--- config.mk ---
export PLATFORM = sky130hd
export DESIGN_NAME = mem_wb_pipe
export DESIGN_NICKNAME = d
export VERILOG_FILES = /design/src/rtl/mem_wb_pipe.sv
export SDC_FILE = /design/constraint.sdc
export NUM_CORES = 1
export LEC_CHECK = 0
export ABC_AREA = 1
export BUFFER_PORTS_ARGS = -buffer_cell sky130_fd_sc_hd__clkbuf_2
export CAP_MARGIN = 10
export CORE_UTILIZATION = 35
export DETAILED_ROUTE_END_ITERATION = 10
export GPL_TIMING_DRIVEN = 0
export SLEW_MARGIN = 15
export SYNTH_ARGS = -nofsm -noshare
export SYNTH_HDL_FRONTEND = slang
export SYNTH_SLANG_ARGS = --single-unit
--- constraint.sdc ---
create_clock -name clk -period 1.5 [get_ports clk]
set_input_delay 0.375 -clock clk [delete_from_list [all_inputs] [get_ports clk]]
set_output_delay 0.375 -clock clk [all_outputs]
set_load 0.01 [all_outputs]
--- src/rtl/mem_wb_pipe.sv ---
// EX/MEM and MEM/WB pipeline registers: drives the data-memory port in MEM,
// merges load data into WB, publishes forwarding fields and counts retirements.
module mem_wb_pipe #(
    parameter int unsigned REG_INDEX_BIT_WIDTH = 4,
    parameter int unsigned bitwidth            = 32,
    parameter logic [3:0]  LW_OPCODE           = 4'b0001,
    parameter logic [3:0]  BUBBLE_OPCODE       = 4'b0010,
    parameter int unsigned CNT_W               = 32
) (
    input  logic                           clk,
    input  logic                           reset_n,
    input  logic                           stall,
    input  logic                           flush,
    input  logic                           ex_valid,
    input  logic [3:0]                     ex_opcode,
    input  logic [REG_INDEX_BIT_WIDTH-1:0] ex_index,
    input  logic [bitwidth-1:0]            ex_data,
    input  logic [bitwidth-1:0]            ex_store_data,
    input  logic [bitwidth-1:0]            mem_rdata,
    output logic [bitwidth-1:0]            mem_addr,
    output logic [bitwidth-1:0]            mem_wdata,
    output logic                           mem_we,
    output logic [3:0]                     MEM_opcode,
    output logic [REG_INDEX_BIT_WIDTH-1:0] MEM_index,
    output logic [bitwidth-1:0]            MEM_data,
    output logic                           mem_is_load,
    output logic [3:0]                     WB_opcode,
    output logic [REG_INDEX_BIT_WIDTH-1:0] WB_index,
    output logic [bitwidth-1:0]            WB_data,
    output logic                           wb_we,
    output logic [CNT_W-1:0]               retire_count
);

    localparam logic [3:0] SW_OPCODE     = 4'b0011;
    localparam logic [3:0] BRANCH_OPCODE = 4'b0010;

    logic                           r_mem_valid;
    logic [3:0]                     r_mem_opcode;
    logic [REG_INDEX_BIT_WIDTH-1:0] r_mem_index;
    logic [bitwidth-1:0]            r_mem_data;
    logic [bitwidth-1:0]            r_mem_wdata;
    logic                           r_wb_valid;
    logic [3:0]                     r_wb_opcode;
    logic [REG_INDEX_BIT_WIDTH-1:0] r_wb_index;
    logic [bitwidth-1:0]            r_wb_data;
    logic [CNT_W-1:0]               r_retire_count;

    logic                           w_mem_valid;
    logic [3:0]                     w_mem_opcode;
    logic [REG_INDEX_BIT_WIDTH-1:0] w_mem_index;
    logic [bitwidth-1:0]            w_mem_data;
    logic [bitwidth-1:0]            w_mem_wdata;
    logic                           w_wb_valid;
    logic [3:0]                     w_wb_opcode;
    logic [REG_INDEX_BIT_WIDTH-1:0] w_wb_index;
    logic [bitwidth-1:0]            w_wb_data;
    logic [CNT_W-1:0]               w_retire_count;
    logic                           w_advance;

    // Next-state: flush beats stall, and WB always takes MEM when anything advances.
    always_comb begin
        w_mem_valid    = r_mem_valid;
        w_mem_opcode   = r_mem_opcode;
        w_mem_index    = r_mem_index;
        w_mem_data     = r_mem_data;
        w_mem_wdata    = r_mem_wdata;
        w_wb_valid     = r_wb_valid;
        w_wb_opcode    = r_wb_opcode;
        w_wb_index     = r_wb_index;
        w_wb_data      = r_wb_data;
        w_retire_count = r_retire_count;
        w_advance      = flush || !stall;

        if (w_advance) begin
            w_wb_valid  = r_mem_valid;
            w_wb_opcode = r_mem_opcode;
            w_wb_index  = r_mem_index;
            w_wb_data   = (r_mem_opcode == LW_OPCODE) ? mem_rdata : r_mem_data;
            if (flush || !ex_valid) begin
                w_mem_valid  = 1'b0;
                w_mem_opcode = BUBBLE_OPCODE;
                w_mem_index  = '0;
                w_mem_data   = '0;
                w_mem_wdata  = '0;
            end else begin
                w_mem_valid  = 1'b1;
                w_mem_opcode = ex_opcode;
                w_mem_index  = ex_index;
                w_mem_data   = ex_data;
                w_mem_wdata  = ex_store_data;
            end
            if (r_wb_valid) begin
                w_retire_count = r_retire_count + CNT_W'(1);
            end
        end
    end

    always_ff @(posedge clk or negedge reset_n) begin
        if (!reset_n) begin
            r_mem_valid    <= 1'b0;
            r_mem_opcode   <= BUBBLE_OPCODE;
            r_mem_index    <= '0;
            r_mem_data     <= '0;
            r_mem_wdata    <= '0;
            r_wb_valid     <= 1'b0;
            r_wb_opcode    <= BUBBLE_OPCODE;
            r_wb_index     <= '0;
            r_wb_data      <= '0;
            r_retire_count <= '0;
        end else begin
            r_mem_valid    <= w_mem_valid;
            r_mem_opcode   <= w_mem_opcode;
            r_mem_index    <= w_mem_index;
            r_mem_data     <= w_mem_data;
            r_mem_wdata    <= w_mem_wdata;
            r_wb_valid     <= w_wb_valid;
            r_wb_opcode    <= w_wb_opcode;
            r_wb_index     <= w_wb_index;
            r_wb_data      <= w_wb_data;
            r_retire_count <= w_retire_count;
        end
    end

    // Strobes decoded from stage registers; a stall masks the store strobe.
    assign mem_we       = r_mem_valid && (r_mem_opcode == SW_OPCODE) && !stall;
    assign mem_is_load  = r_mem_valid && (r_mem_opcode == LW_OPCODE);
    assign wb_we        = r_wb_valid && (r_wb_opcode != BRANCH_OPCODE) && (r_wb_opcode != SW_OPCODE);

    assign mem_addr     = r_mem_data;
    assign mem_wdata    = r_mem_wdata;
    assign MEM_opcode   = r_mem_opcode;
    assign MEM_index    = r_mem_index;
    assign MEM_data     = r_mem_data;
    assign WB_opcode    = r_wb_opcode;
    assign WB_index     = r_wb_index;
    assign WB_data      = r_wb_data;
    assign retire_count = r_retire_count;

endmodule
Word level (Yosys, flattened, before mapping)
Cells that the tools add are included.
{"block": "word_totals", "regBits": 146, "elab_cells": 31, "output_inout_bits": 179}
{"block": "classes", "addsub": 1, "n_eq_ne": 4, "reduce_logical": 10, "n_mux": 6}
{"cell": "two-way mux 32 bit", "n": 3}
{"cell": "adder 32 x 1 -> 32 bit (second input constant)", "n": 1}
{"cell": "two-way mux 4 bit", "n": 2}
{"cell": "!= test 4 x 2 -> 1 bit (second input constant)", "n": 2}
{"cell": "logical AND 1 bit", "n": 5}
{"cell": "equality test 4 x 1 -> 1 bit (second input constant)", "n": 1}
{"cell": "equality test 4 x 2 -> 1 bit (second input constant)", "n": 1}
{"cell": "zero test 1 bit", "n": 2}
{"cell": "logical OR 1 bit", "n": 2}
{"cell": "AND reduction 2 bit", "n": 1}
{"cell": "two-way mux 1 bit", "n": 1}

Logic depth before layout (Yosys ltp)
Gate-level depths: netlist of run 1.
{"block": "depth", "ltp_word": 3, "depth_mapped": 10, "ltp_nobuf": 9}

Worst setup path before layout of run 1
Ideal clock, no wire load.
{"block": "synth_timing", "path_type": "reg-to-output", "startpoint": "reg r_mem_opcode[3], in the netlist MEM_opcode[3]", "endpoint": "out mem_is_load", "t_required_ns": 1.125, "slack_ns": -0.067, "stages_incl_launch_ff": 7, "n_path_buf": 1, "t_arrival_ns": 1.192, "cell_sequence": "dfrtp_1 nor2_1 nand2_1 nor2_2 inv_1 buf_2 nor2_1"}
{"block": "synth_via", "elab_chain_cells": 2}
{"item": "from (decl)", "line_no": "38", "source": "logic [3:0] r_mem_opcode;"}
{"item": "from (signal assigned)", "line_no": "112", "source": "r_mem_opcode <= w_mem_opcode;"}
{"item": "equality test 4 x 1 -> 1 bit", "line_no": "126", "source": "assign mem_is_load = r_mem_valid && (r_mem_opcode == LW_OPCODE);"}
{"item": "logical AND 1 bit", "line_no": "126"}
{"item": "to (decl)", "line_no": "26", "source": "output logic mem_is_load,"}
Every way passes these cells.

Worst setup path in the final report of run 1
Same ends and word-level chain as after synthesis.

==> results of run 1 <==
-- metal layers --
| layer | routed length (µm) | vias up | share of wire | global-route usage |
|---|---|---|---|---|
| li1 | - | 2925 | - | - |
| met1 | 8830 | 2866 | 0.42 | 0.285 |
| met2 | 10300 | 225 | 0.49 | 0.356 |
| met3 | 1490 | 36 | 0.070 | 0.0636 |
| met4 | 499 | 0 | 0.024 | 0.0876 |
| met5 | 0 | - | 0 | 0 |
-- layout make-up --
cell class | instances | area share
Clock inverter | 13 | 0.0183
Timing Repair Buffer | 342 | 0.211
Sequential cell | 146 | 0.389
Clock buffer | 19 | 0.0469
Buffer | 50 | 0.0355
Multi-Input combinational cell | 420 | 0.251
Tap cell | 229 | 0.0304
Inverter | 44 | 0.0178
-- metrics by stage --
stage	utilization	total power [mW]	area [µm²]	instances
floorplan	-	4.92	6480	673
global placement	0.455	5.56	8200	1189
detailed placement	0.457	5.58	8240	1190
CTS	0.506	10.1	9110	1247
global route	0.524	10.6	9440	1263
finish	0.524	10.2	9440	1263
-- placed cells by master, fill, tap and decap left out, types with 3 or more instances in the layout --
cell type and instances:
sky130_fd_sc_hd__clkbuf_2 266, sky130_fd_sc_hd__nand2_1 154, sky130_fd_sc_hd__dfrtp_1 132, sky130_fd_sc_hd__buf_4 71
sky130_fd_sc_hd__nor2_1 63, sky130_fd_sc_hd__a22o_1 55, sky130_fd_sc_hd__inv_1 37, sky130_fd_sc_hd__a31oi_1 32
sky130_fd_sc_hd__buf_2 25, sky130_fd_sc_hd__clkbuf_16 18, sky130_fd_sc_hd__nand3_1 16, sky130_fd_sc_hd__buf_6 14
sky130_fd_sc_hd__o21ai_0 13, sky130_fd_sc_hd__dfrtp_2 12, sky130_fd_sc_hd__nor2_2 12, sky130_fd_sc_hd__a32o_1 11
sky130_fd_sc_hd__nand4_1 11, sky130_fd_sc_hd__xor2_1 11, sky130_fd_sc_hd__xnor2_1 10, sky130_fd_sc_hd__nand2_2 9
sky130_fd_sc_hd__nor2_4 9, sky130_fd_sc_hd__clkbuf_1 8, sky130_fd_sc_hd__inv_2 6, sky130_fd_sc_hd__buf_8 5
sky130_fd_sc_hd__inv_6 4, sky130_fd_sc_hd__clkinvlp_4 3, sky130_fd_sc_hd__bufinv_16 3
-- cell families after synthesis --
group,Yosys count
xor gates and xnor gates,21
DFF,146
buffers and inverters,107
AOI/OAI and AO/OA,114
and+or+nand+nor,284
adders and majority gates,1
-- timing repair --
item	in CTS	in global routing
cloned	0	1
hold endpoints to repair	61	0
pin swaps	3	9
setup buffers	26	27
gates resized for setup	20	76
endpoints found under the setup margin	57	77
hold buffers	1	0
-- cells in the mapped netlist, types with 2 or more instances --
cell,number,share of area
sky130_fd_sc_hd__nand4_1,11,0.011
sky130_fd_sc_hd__a32o_1,11,0.017
sky130_fd_sc_hd__nand3b_1,2,0.0023
sky130_fd_sc_hd__inv_1,41,0.024
sky130_fd_sc_hd__dfstp_2,2,0.0081
sky130_fd_sc_hd__nand2_2,3,0.0029
sky130_fd_sc_hd__xnor2_1,10,0.014
sky130_fd_sc_hd__a31oi_1,32,0.031
sky130_fd_sc_hd__nor3_1,3,0.0023
sky130_fd_sc_hd__dfrtp_1,144,0.56
sky130_fd_sc_hd__inv_2,3,0.0017
sky130_fd_sc_hd__nor2_1,74,0.043
sky130_fd_sc_hd__o21ai_0,13,0.010
sky130_fd_sc_hd__nor2_2,9,0.0087
sky130_fd_sc_hd__buf_2,21,0.016
sky130_fd_sc_hd__a22o_1,55,0.074
sky130_fd_sc_hd__xor2_1,11,0.015
sky130_fd_sc_hd__nand2_1,161,0.093
sky130_fd_sc_hd__buf_4,34,0.039
sky130_fd_sc_hd__clkbuf_1,7,0.0041
sky130_fd_sc_hd__nand3_1,16,0.012
-- power groups by stage --
stage               Combinational (mW)  Clock [mW]  Sequential (mW)
finish                            1.38        4.45             4.35
global route                      1.53        4.72             4.38
CTS                               1.25        4.53             4.35
detailed placement                1.14           0             4.44
global placement                  1.12           0             4.44
floorplan                        0.426           0             4.49
-- state kept, by name (all words and copies together) (netlist names) --
| register | count |
|---|---|
| r_mem_valid | 1 |
| r_wb_valid | 1 |
| MEM_index | 4 |
| MEM_opcode | 4 |
| retire_count | 32 |
| WB_index | 4 |
| mem_wdata | 32 |
| WB_opcode | 4 |
| MEM_data | 32 |
| WB_data | 32 |
-- worst max-delay path: cells and delay by family, from the launching register on --
family | cells | cell delay [ps]
simple gates | 4 | 460
buf+inv | 3 | 280
flops | 1 | 390
-- worst paths after layout --
check | startpoint | endpoint | slack, ps
setup / recovery | MEM_opcode[3] | mem_is_load | -430
hold / removal | ex_index[0] | MEM_index[0] | 160
setup reg to reg | MEM_opcode[3] | WB_data[10] | 0
hold reg to reg | WB_index[3] | WB_index[3] | 480
max in group asynchronous | reset_n | WB_opcode[1] | 200
min in group asynchronous | reset_n | WB_data[3] | 490
==> parameters.txt, run 1 <==
Parameter                              Value

Power
  Share of total power in combinational logic ... 0.135
  Sequential Power Share ... 0.427
  Largest voltage drop on the vdd net ... 0.791 mV
  Power density normalized to cell area ... 1080 mW/mm²
  Clock network power share ... 0.437
  Power Internal ... 7.51 mW
  Switch Pwr ... 2.68 mW
  Sw frac ... 0.263
  Pleak ... 4.97 nW

Clocking
  Htree depth ... 4
  Clock slew at reported path FFs ... about 60 ps
  Skew-Pair Late Insertion Delay ... 420 ps
  CTS tree ... done
  Maximum buffer depth of the clock tree ... 2
  Clock buffers created by TritonCTS ... 17
  Clock Sink Count ... 146
  Root Buffer Master ... sky130_fd_sc_hd__clkbuf_16

Final layout
  Filler cell count ... 1,731
  Storage element area ... 0.00367 mm²
  Multi-input gate area ... 0.00237 mm²
  Area growth from synthesis to layout ... 45.9%
  Proportion of layout cells with a drive suffix above 1 ... 0.457
  Fin nets ... 1,131
  # diodes ... 0

Job
  Max-capacitance violation count ... 0

Routing
  Remaining design rule violation count ... 0
  Drt first pass iters ... 4
  Average routed wire per standard cell ... 16.7 µm
  Vias/cell ... 4.79
  Total routed wirelength ... 21.1 mm
  Final antenna-violating net count ... 0
  Iteration-0 DRC count of the detailed router ... 280
  Total via count after detailed routing ... 6,052

Floorplan
  Overall die width ... 138 µm
  Initial core utilization ... 0.359
  Core area ... 0.0180 mm²
  Placement Rows ... between 40 and 50
  Vertical die dimension ... 138 µm
  Number of primary I/O pins ... 288
  Die area ... 0.0190 mm²

Yosys
  Number of synthesis warnings ... 0
  Cell area after synthesis ... 0.00647 mm²
  Largest family of logic cells by synthesized area ... simple AND/OR/NAND/NOR gates
  Arithmetic-cell share of the synthesized area counting full adders, half adders and majority gates ... 0.00193
  Count of different cell masters after synthesis ... 31
  Mean post-synth cell area ... 9.61 µm²
  Post-synthesis compound-gate area fraction ... 0.135
  Simple logic cell fraction of the synthesized area ... 0.182
  Number of enable flip-flop cells after synthesis ... 0
  Seq/Total Area, Yosys ... 0.565
  Post-synthesis share of cell area spent on xor and xnor gates ... 0.0284
  Number of flip-flops and latches in the synthesized netlist ... approximately 150
  Most frequently used flop master after synthesis ... sky130_fd_sc_hd__dfrtp_1
  Post-synthesis mux area share ... 0
  Nets in the synthesized netlist ... around 780
  Gate count of the mapped netlist ... 673
  Async set or reset register ratio after synthesis ... 1.00

Worst setup path
  Largest fanout of any net on the critical path ... 2
  CP max-delay cell ... sky130_fd_sc_hd__dfrtp_1
  Critical Path End Type ... output pin
  Crit path cell chain ... nor2_1, nand2_2, nor2_4, inv_4, buf_8, nor2_4, buf_8
  Critical path class ... reg2out
  Critical path arrival ... roughly 1600 ps
  Data required time at the worst endpoint ... roughly 1100 ps
  Critical Path Start Type ... flop
  Peak per-stage delay on the critical path ... 390 ps
  Depth of the worst register-to-register path ... 7

Timing
  Max-slew headroom ... 0.594
  Hold violation count in the final report ... 0
  Max-slew violation count ... 0
  Finish-stage setup viols ... 7
  Worst hold margin ... ~160 ps
  Tmin final ... 1930 ps
  Unrepaired setup endpoints after global routing ... true
  Total Negative Setup Slacks ... -1140 ps
  Final clock period utilization by the worst path ... 1.29
  Measured slew at the worst slew-check pin ... 609 ps
  Setup slack after layout ... -429 ps
  Fmax achieved ... 519 MHz
  Clock skew after layout ... ~12 ps

Status
  Violated checks ... negative setup slack
  Outcome ... complete, but fails checks

Placement
  Setup slack after placement ... -390 ps
  Port Buffer Count ... 287
  Placed wire-length estimate after detailed placement ... 15.5 mm
  Final weighted congestion of routability-driven global placement ... 0.890

Global route
  Global-route wire length before repair ... between 30 and 40 mm
  Initial antenna violation count ... 0
  Pin count of the biggest net entering global routing ... 86
  Overflow left after global routing ... 0
  Vias in the first global route ... about 5,700
  Global Route Usage Sum ... 0.223

Hold path
  Type of the worst min-delay path ... in2reg
  Count of cells along the worst hold path ... 3
(Power assumes the default switching activity.)
==> run 2, diff against run 1 <==
Settings changed: ABC_AREA 1 to unset, CORE_MARGIN set to 10, MAX_ROUTING_LAYER set to met4.
==> parameters.txt, run 2 <==
Parameter                              Value

Global route
  Global Route Usage Sum ... 0.184
  Pin count of the biggest net entering global routing ... 78
  Vias in the first global route ... 5,710
  Overflow left after global routing ... 0
  Initial antenna violation count ... 2
  Global-route wire length before repair ... approximately 33 mm

Final layout
  Filler cell count ... 1,521
  Proportion of layout cells with a drive suffix above 1 ... 0.536
  Multi-input gate area ... about 0.0024 mm²
  Leading cell types in the layout, fill and taps excluded ... sky130_fd_sc_hd__clkbuf_2 (258), sky130_fd_sc_hd__dfrtp_1 (127), sky130_fd_sc_hd__nand2_1 (72), sky130_fd_sc_hd__a22o_1 (71), sky130_fd_sc_hd__buf_4 (69)
  Finished Layout Cells ... 1,133
  Fin nets ... 1,003
  Storage element area ... ~0.0037 mm²
  Commonest non-fill, non-tap cell in the layout ... sky130_fd_sc_hd__clkbuf_2
  Area growth from synthesis to layout ... 55.4%

Floorplan
  Core area ... approximately 0.017 mm²
  Vertical die dimension ... 154 µm
  Die area ... 0.0236 mm²
  Initial core utilization ... 0.358
  Placement Rows ... 48
  Number of primary I/O pins ... 288
  Overall die width ... 154 µm

Power
  Largest voltage drop on the vdd net ... 0.731 mV
  Pleak ... 5.15 nW
  Tot Pwr ... around 10 mW
  Power density normalized to cell area ... 1030 mW/mm²

Worst setup path
  Critical Path Start Type ... flop
  Largest fanout of any net on the critical path ... 2
  Critical Path End Type ... output pin
  Critical path class ... reg2out
  Worst R2R Start ... MEM_opcode[3]
  Critical path arrival ... between 1500 and 2000 ps
  Peak per-stage delay on the critical path ... 410 ps
  CP max-delay cell ... sky130_fd_sc_hd__dfrtp_1
  Depth of the worst register-to-register path ... 9
  Crit path cell chain ... nor4b_4, buf_4, buf_12, and2_4, buf_8
  Startpoint of the worst setup timing path ... MEM_opcode[3]
  Data required time at the worst endpoint ... 1120 ps

Timing
  Tmin final ... about 2000 ps
  Max-slew headroom ... 0.577
  Max-slew violation count ... 0
  Unrepaired setup endpoints after global routing ... true
  Final clock period utilization by the worst path ... 1.32
  Setup slack after layout ... -487 ps
  Clock skew after layout ... 12.1 ps
  Worst hold margin ... -2.64 ps
  Measured slew at the worst slew-check pin ... 634 ps
  Total Negative Setup Slacks ... -7930 ps
  Hold violation count in the final report ... 5
  Fmax achieved ... 503 MHz
  Finish-stage setup viols ... 39

Placement
  Port Buffer Count ... 287
  Cell total after placement ... 1,032
  Final weighted congestion of routability-driven global placement ... 0.786
  Placed wire-length estimate after detailed placement ... 15.8 mm

Clocking
  Skew-Pair Late Insertion Delay ... 410 ps
  CTS tree ... done
  Maximum buffer depth of the clock tree ... 2
  Clock slew at reported path FFs ... around 60 ps
  Clock Sink Count ... 146
  Htree depth ... 4
  Clock buffers created by TritonCTS ... 17
  Root Buffer Master ... sky130_fd_sc_hd__clkbuf_16
  Number of hold buffers added after CTS ... 0

Routing
  Remaining design rule violation count ... 0
  Drt first pass iters ... 4
  Total routed wirelength ... 22.2 mm
  Vias/cell ... 4.78
  Total via count after detailed routing ... between 5,000 and 6,000
  Average routed wire per standard cell ... 19.6 µm
  Iteration-0 DRC count of the detailed router ... 194
  Final antenna-violating net count ... 0

Status
  Violated checks ... negative hold slack, negative setup slack
  Outcome ... complete, but fails checks

Yosys
  Number of synthesis warnings ... 0
  Top cells by count, synth ... sky130_fd_sc_hd__dfrtp_1 (144), sky130_fd_sc_hd__nand2_1 (73), sky130_fd_sc_hd__a22o_1 (71)
  Cell area after synthesis ... approximately 0.0062 mm²
  Seq/Total Area, Yosys ... 0.586
  Top post-synthesis cells by area ... sky130_fd_sc_hd__dfrtp_1 (58%), sky130_fd_sc_hd__a22o_1 (10%), sky130_fd_sc_hd__mux2i_1 (5.1%)
  Number of flip-flops and latches in the synthesized netlist ... 146
  Count of different cell masters after synthesis ... 38
  Number of enable flip-flop cells after synthesis ... 0
  Cell taking the most area after synthesis ... sky130_fd_sc_hd__dfrtp_1
  Top cell type's share of synthesized area ... 0.577
  Gate count of the mapped netlist ... about 520
  Nets in the synthesized netlist ... between 600 and 700
  Most repeated cell in the gate-level netlist after synthesis ... sky130_fd_sc_hd__dfrtp_1
  Async set or reset register ratio after synthesis ... 1.00
  Mean post-synth cell area ... 12.0 µm²
  Most frequently used flop master after synthesis ... sky130_fd_sc_hd__dfrtp_1

Hold path
  Type of the worst min-delay path ... in2async

Job
  Max-capacitance violation count ... 0
-- run 2: cell count changes in the layout (fill, tap and decap cells not counted), moves of 12 or more --
cell,change
sky130_fd_sc_hd__nand2_1,-82
sky130_fd_sc_hd__nor2_1,-58
sky130_fd_sc_hd__o21ai_1,+31
sky130_fd_sc_hd__inv_1,-35
sky130_fd_sc_hd__buf_6,+31
sky130_fd_sc_hd__nor2_2,-12
sky130_fd_sc_hd__o21ai_0,-12
sky130_fd_sc_hd__a22o_1,+16
sky130_fd_sc_hd__mux2i_1,+29
sky130_fd_sc_hd__a31oi_1,-32
-- run 2: worst paths after layout --
kind                                     to  slack, ps
setup / recovery                mem_is_load       -490
hold / removal             retire_count[24]         -3
setup reg to reg                WB_data[18]       -320
hold reg to reg            retire_count[31]        460
max in group asynchronous       MEM_data[1]        710
min in group clk              MEM_opcode[1]        140
-- run 2: power by group --
part / internal, mW / total [mW] / leakage [nW] / switching [mW]
clock network: 2.66 / 4.34 / 0.285 / 1.68
registers: 4.14 / 4.35 / 1.96 / 0.207
logic: 0.659 / 1.33 / 2.91 / 0.669
total: 7.46 / 10.0 / 5.15 / 2.55
-- run 2: final cells by class --
class                   count  area share
inverters                   2    0.000774
repair buffers            360       0.238
clock buffers              19      0.0457
plain buffers              60      0.0464
multi-input cells         306       0.244
diodes                      3    0.000774
well taps                 225      0.0290
clock inverters            12      0.0163
flip-flops and latches    146       0.379
-- run 2: layer usage --
| layer | up-vias | part of all wire | GRT usage |
|---|---|---|---|
| met3 | 19 | 0.063 | 0.0591 |
| met1 | 2626 | 0.42 | 0.221 |
| met4 | 0 | 0.014 | 0.0463 |
| li1 | 2577 | - | - |
| met2 | 189 | 0.50 | 0.294 |
| met5 | - | 0 | - |
-- run 2: worst max-delay path: cells and delay by family (launching register included) --
kind | cells | cell delay, ps
flops | 1 | 410
buf+inv | 3 | 370
simple gates | 2 | 420
-- run 2: logic make-up (layout without fill, tap and decap cells) --
logic type,Yosys count,count (layout),share of synthesized area
AO/OA/AOI/OAI,106,106,0.129
other,0,3,0
adder cells (fa/ha/maj),1,1,0.00200
AND/OR/NAND/NOR,134,135,0.121
flip-flops,146,146,0.586
multiplexers,33,33,0.0531
buffers and inverters,68,453,0.0656
XOR/XNOR,31,31,0.0435
-- run 2: metrics by stage --
stage          utilization  hold slack, ps  instance area (µm²)  worst slack (ps)
6_report             0.557           -2.64                 9700              -487
3_3_place_gp         0.457             454                 7970             -2500
4_1_cts              0.523            9.26                 9110              -525
2_1_floorplan            -            79.4                 6250             -94.4
3_5_place_dp         0.459             454                 8000              -556
5_1_grt              0.557            30.5                 9700              -523
-- run 2: what timing repair did --
action                                  in CTS  in global routing
endpoints found under the setup margin      93                 96
pin swaps                                    7                 20
buffers inserted                            36                 39
resized for setup                           64                123
cloned                                       2                  2
==> run 3, diff against run 2 <==
Settings changed: BUFFER_PORTS_ARGS -buffer_cell sky130_fd_sc_hd__clkbuf_2 to unset, DONT_BUFFER_PORTS set to 1.
==> parameters.txt, run 3 (same netlist as run 2, synthesis figures left out) <==
Parameter                              Value

Worst setup path
  Reg-to-reg slack, setup ... -260 ps
  Critical path class ... reg2out
  Critical path arrival ... about 1600 ps
  Depth of the worst register-to-register path ... 7
  Critical Path End Type ... output pin
  Worst R2R Start ... MEM_opcode[2]
  Peak per-stage delay on the critical path ... roughly 500 ps
  Largest fanout of any net on the critical path ... 5
  Data required time at the worst endpoint ... ~1100 ps
  Critical Path Start Type ... flop
  Worst R2R End ... WB_data[2]
  CP max-delay cell ... sky130_fd_sc_hd__dfrtp_2
  Crit path cell chain ... nor4b_4, buf_4, buf_12, and2_4

Final layout
  Filler cell count ... 1,605
  Commonest non-fill, non-tap cell in the layout ... sky130_fd_sc_hd__dfrtp_1
  Post-route cell area ... 0.00776 mm²
  Final cell utilization of the core ... 0.445
  Leading cell types in the layout, fill and taps excluded ... sky130_fd_sc_hd__dfrtp_1 (112), sky130_fd_sc_hd__nand2_1 (71), sky130_fd_sc_hd__a22o_1 (71), sky130_fd_sc_hd__buf_4 (40), sky130_fd_sc_hd__dfrtp_2 (32)
  Area growth from synthesis to layout ... 24.3%
  Fin nets ... between 600 and 700
  Proportion of layout cells with a drive suffix above 1 ... 0.307

Clocking
  Clock slew at reported path FFs ... around 60 ps
  Root Buffer Master ... sky130_fd_sc_hd__clkbuf_16
  CTS tree ... done
  Htree depth ... 4
  Clock Sink Count ... 146
  Skew-Pair Late Insertion Delay ... ~410 ps
  Maximum buffer depth of the clock tree ... 2
  Clock buffers created by TritonCTS ... 17

Global route
  Pin count of the biggest net entering global routing ... 147
  Most utilized layer in the global route result ... met2
  Initial antenna violation count ... 1
  Overflow left after global routing ... 0
  Vias in the first global route ... 4,816
  Met3 track demand over resource ... 0.0717
  Met2 Usage GRT ... 0.277
  Global Route Usage Sum ... 0.169
  Global-route wire length before repair ... about 31 mm
  Global routing usage on met1 ... 0.186

Timing
  Max-slew violation count ... 0
  Max-slew headroom ... 0.630
  Finish-stage setup viols ... 44
  Clock skew after layout ... 7.93 ps
  Worst hold margin ... -339 ps
  Final clock period utilization by the worst path ... 1.33
  Hold violation count in the final report ... 146
  Measured slew at the worst slew-check pin ... about 550 ps
  Fmax achieved ... 501 MHz
  Setup slack after layout ... -497 ps
  Unrepaired setup endpoints after global routing ... true
  Total Negative Setup Slacks ... -8540 ps
  Tmin final ... 2000 ps

Power
  Largest voltage drop on the vdd net ... 0.754 mV
  Pleak ... 3.64 nW
  Power density normalized to cell area ... 1180 mW/mm²

Routing
  Drt first pass iters ... 5
  Average routed wire per standard cell ... 25.1 µm
  Iteration-0 DRC count of the detailed router ... 264
  Final antenna-violating net count ... 0
  Remaining design rule violation count ... 0
  Vias/cell ... 5.45
  Total via count after detailed routing ... 4,351
  Total routed wirelength ... 20.1 mm

Placement
  Final weighted congestion of routability-driven global placement ... approximately 0.83
  Setup slack after placement ... -530 ps
  Placement-stage cell area ... 0.00653 mm²
  Port Buffer Count ... 0
  Placed wire-length estimate after detailed placement ... between 10 and 15 mm

Job
  Max-capacitance violation count ... 0

Floorplan
  Overall die width ... approximately 150 µm
  Core area ... 0.0174 mm²
  Number of primary I/O pins ... 288
  Placement Rows ... between 40 and 50
  Vertical die dimension ... ~150 µm
  Initial core utilization ... 0.358
  Die area ... around 0.024 mm²

Status
  Violated checks ... negative hold slack, negative setup slack
  Outcome ... complete, but fails checks

Hold path
  Type of the worst min-delay path ... in2async
-- run 3: timing repair --
action / 4_1_cts / 5_1_grt
hold endpoints to repair: 146 / 146
gates resized for setup: 117 / 29
pin swaps: 27 / 26
setup buffers: 18 / 5
gates cloned: 5 / 0
setup endpoints to repair: 76 / 63
-- run 3: final cells by class --
type                    count  area [µm²]  area share
diodes                      1        2.50    0.000323
plain buffers              65         454      0.0586
clock buffers              17         425      0.0548
clock inverters            15         134      0.0173
inverters                   2        7.51    0.000968
multi-input cells         306        2450       0.315
flip-flops and latches    146        3700       0.477
well taps                 225         282      0.0363
repair buffers             22         309      0.0398
-- run 3: report_power, final --
part | switching (mW) | internal [mW]
sequential | 0.398 | 4.14
combinational | 0.288 | 0.279
clock | 1.86 | 2.20
-- run 3: critical path: cells and delay by family, from the launching register on --
family,cells,cell delay (ps)
buffers and inverters,2,260
DFF,1,500
and+or+nand+nor,2,460
-- run 3: routing by layer --
| metal | vias up | wire, µm |
|---|---|---|
| li1 | 1919 | - |
| met1 | 2176 | 7630 |
| met2 | 229 | 10200 |
| met3 | 27 | 2000 |
| met4 | 0 | 285 |
| met5 | - | 0 |
-- run 3: how the worst max path moves through the flow --
| stage | start | end | slack (ps) | cells past startpoint |
|---|---|---|---|---|
| after global placement | flush | MEM_data[2] | -490 | 4 |
| after CTS | MEM_opcode[3] | mem_is_load | -500 | 4 |
| after global routing | MEM_opcode[2] | mem_is_load | -600 | 4 |
| after floorplan | MEM_opcode[3] | mem_is_load | -90 | 4 |
| final | MEM_opcode[2] | mem_is_load | -500 | 4 |
| after detailed placement | flush | MEM_data[7] | -530 | 4 |
-- run 3: per-stage QoR --
| stage | total power [mW] | cells |
|---|---|---|
| final | 9.17 | 799 |
| after CTS | 9.22 | 798 |
| after global routing | 9.55 | 799 |
| after floorplan | 4.83 | 519 |
| after global placement | 5.01 | 744 |
| after detailed placement | 5.04 | 744 |
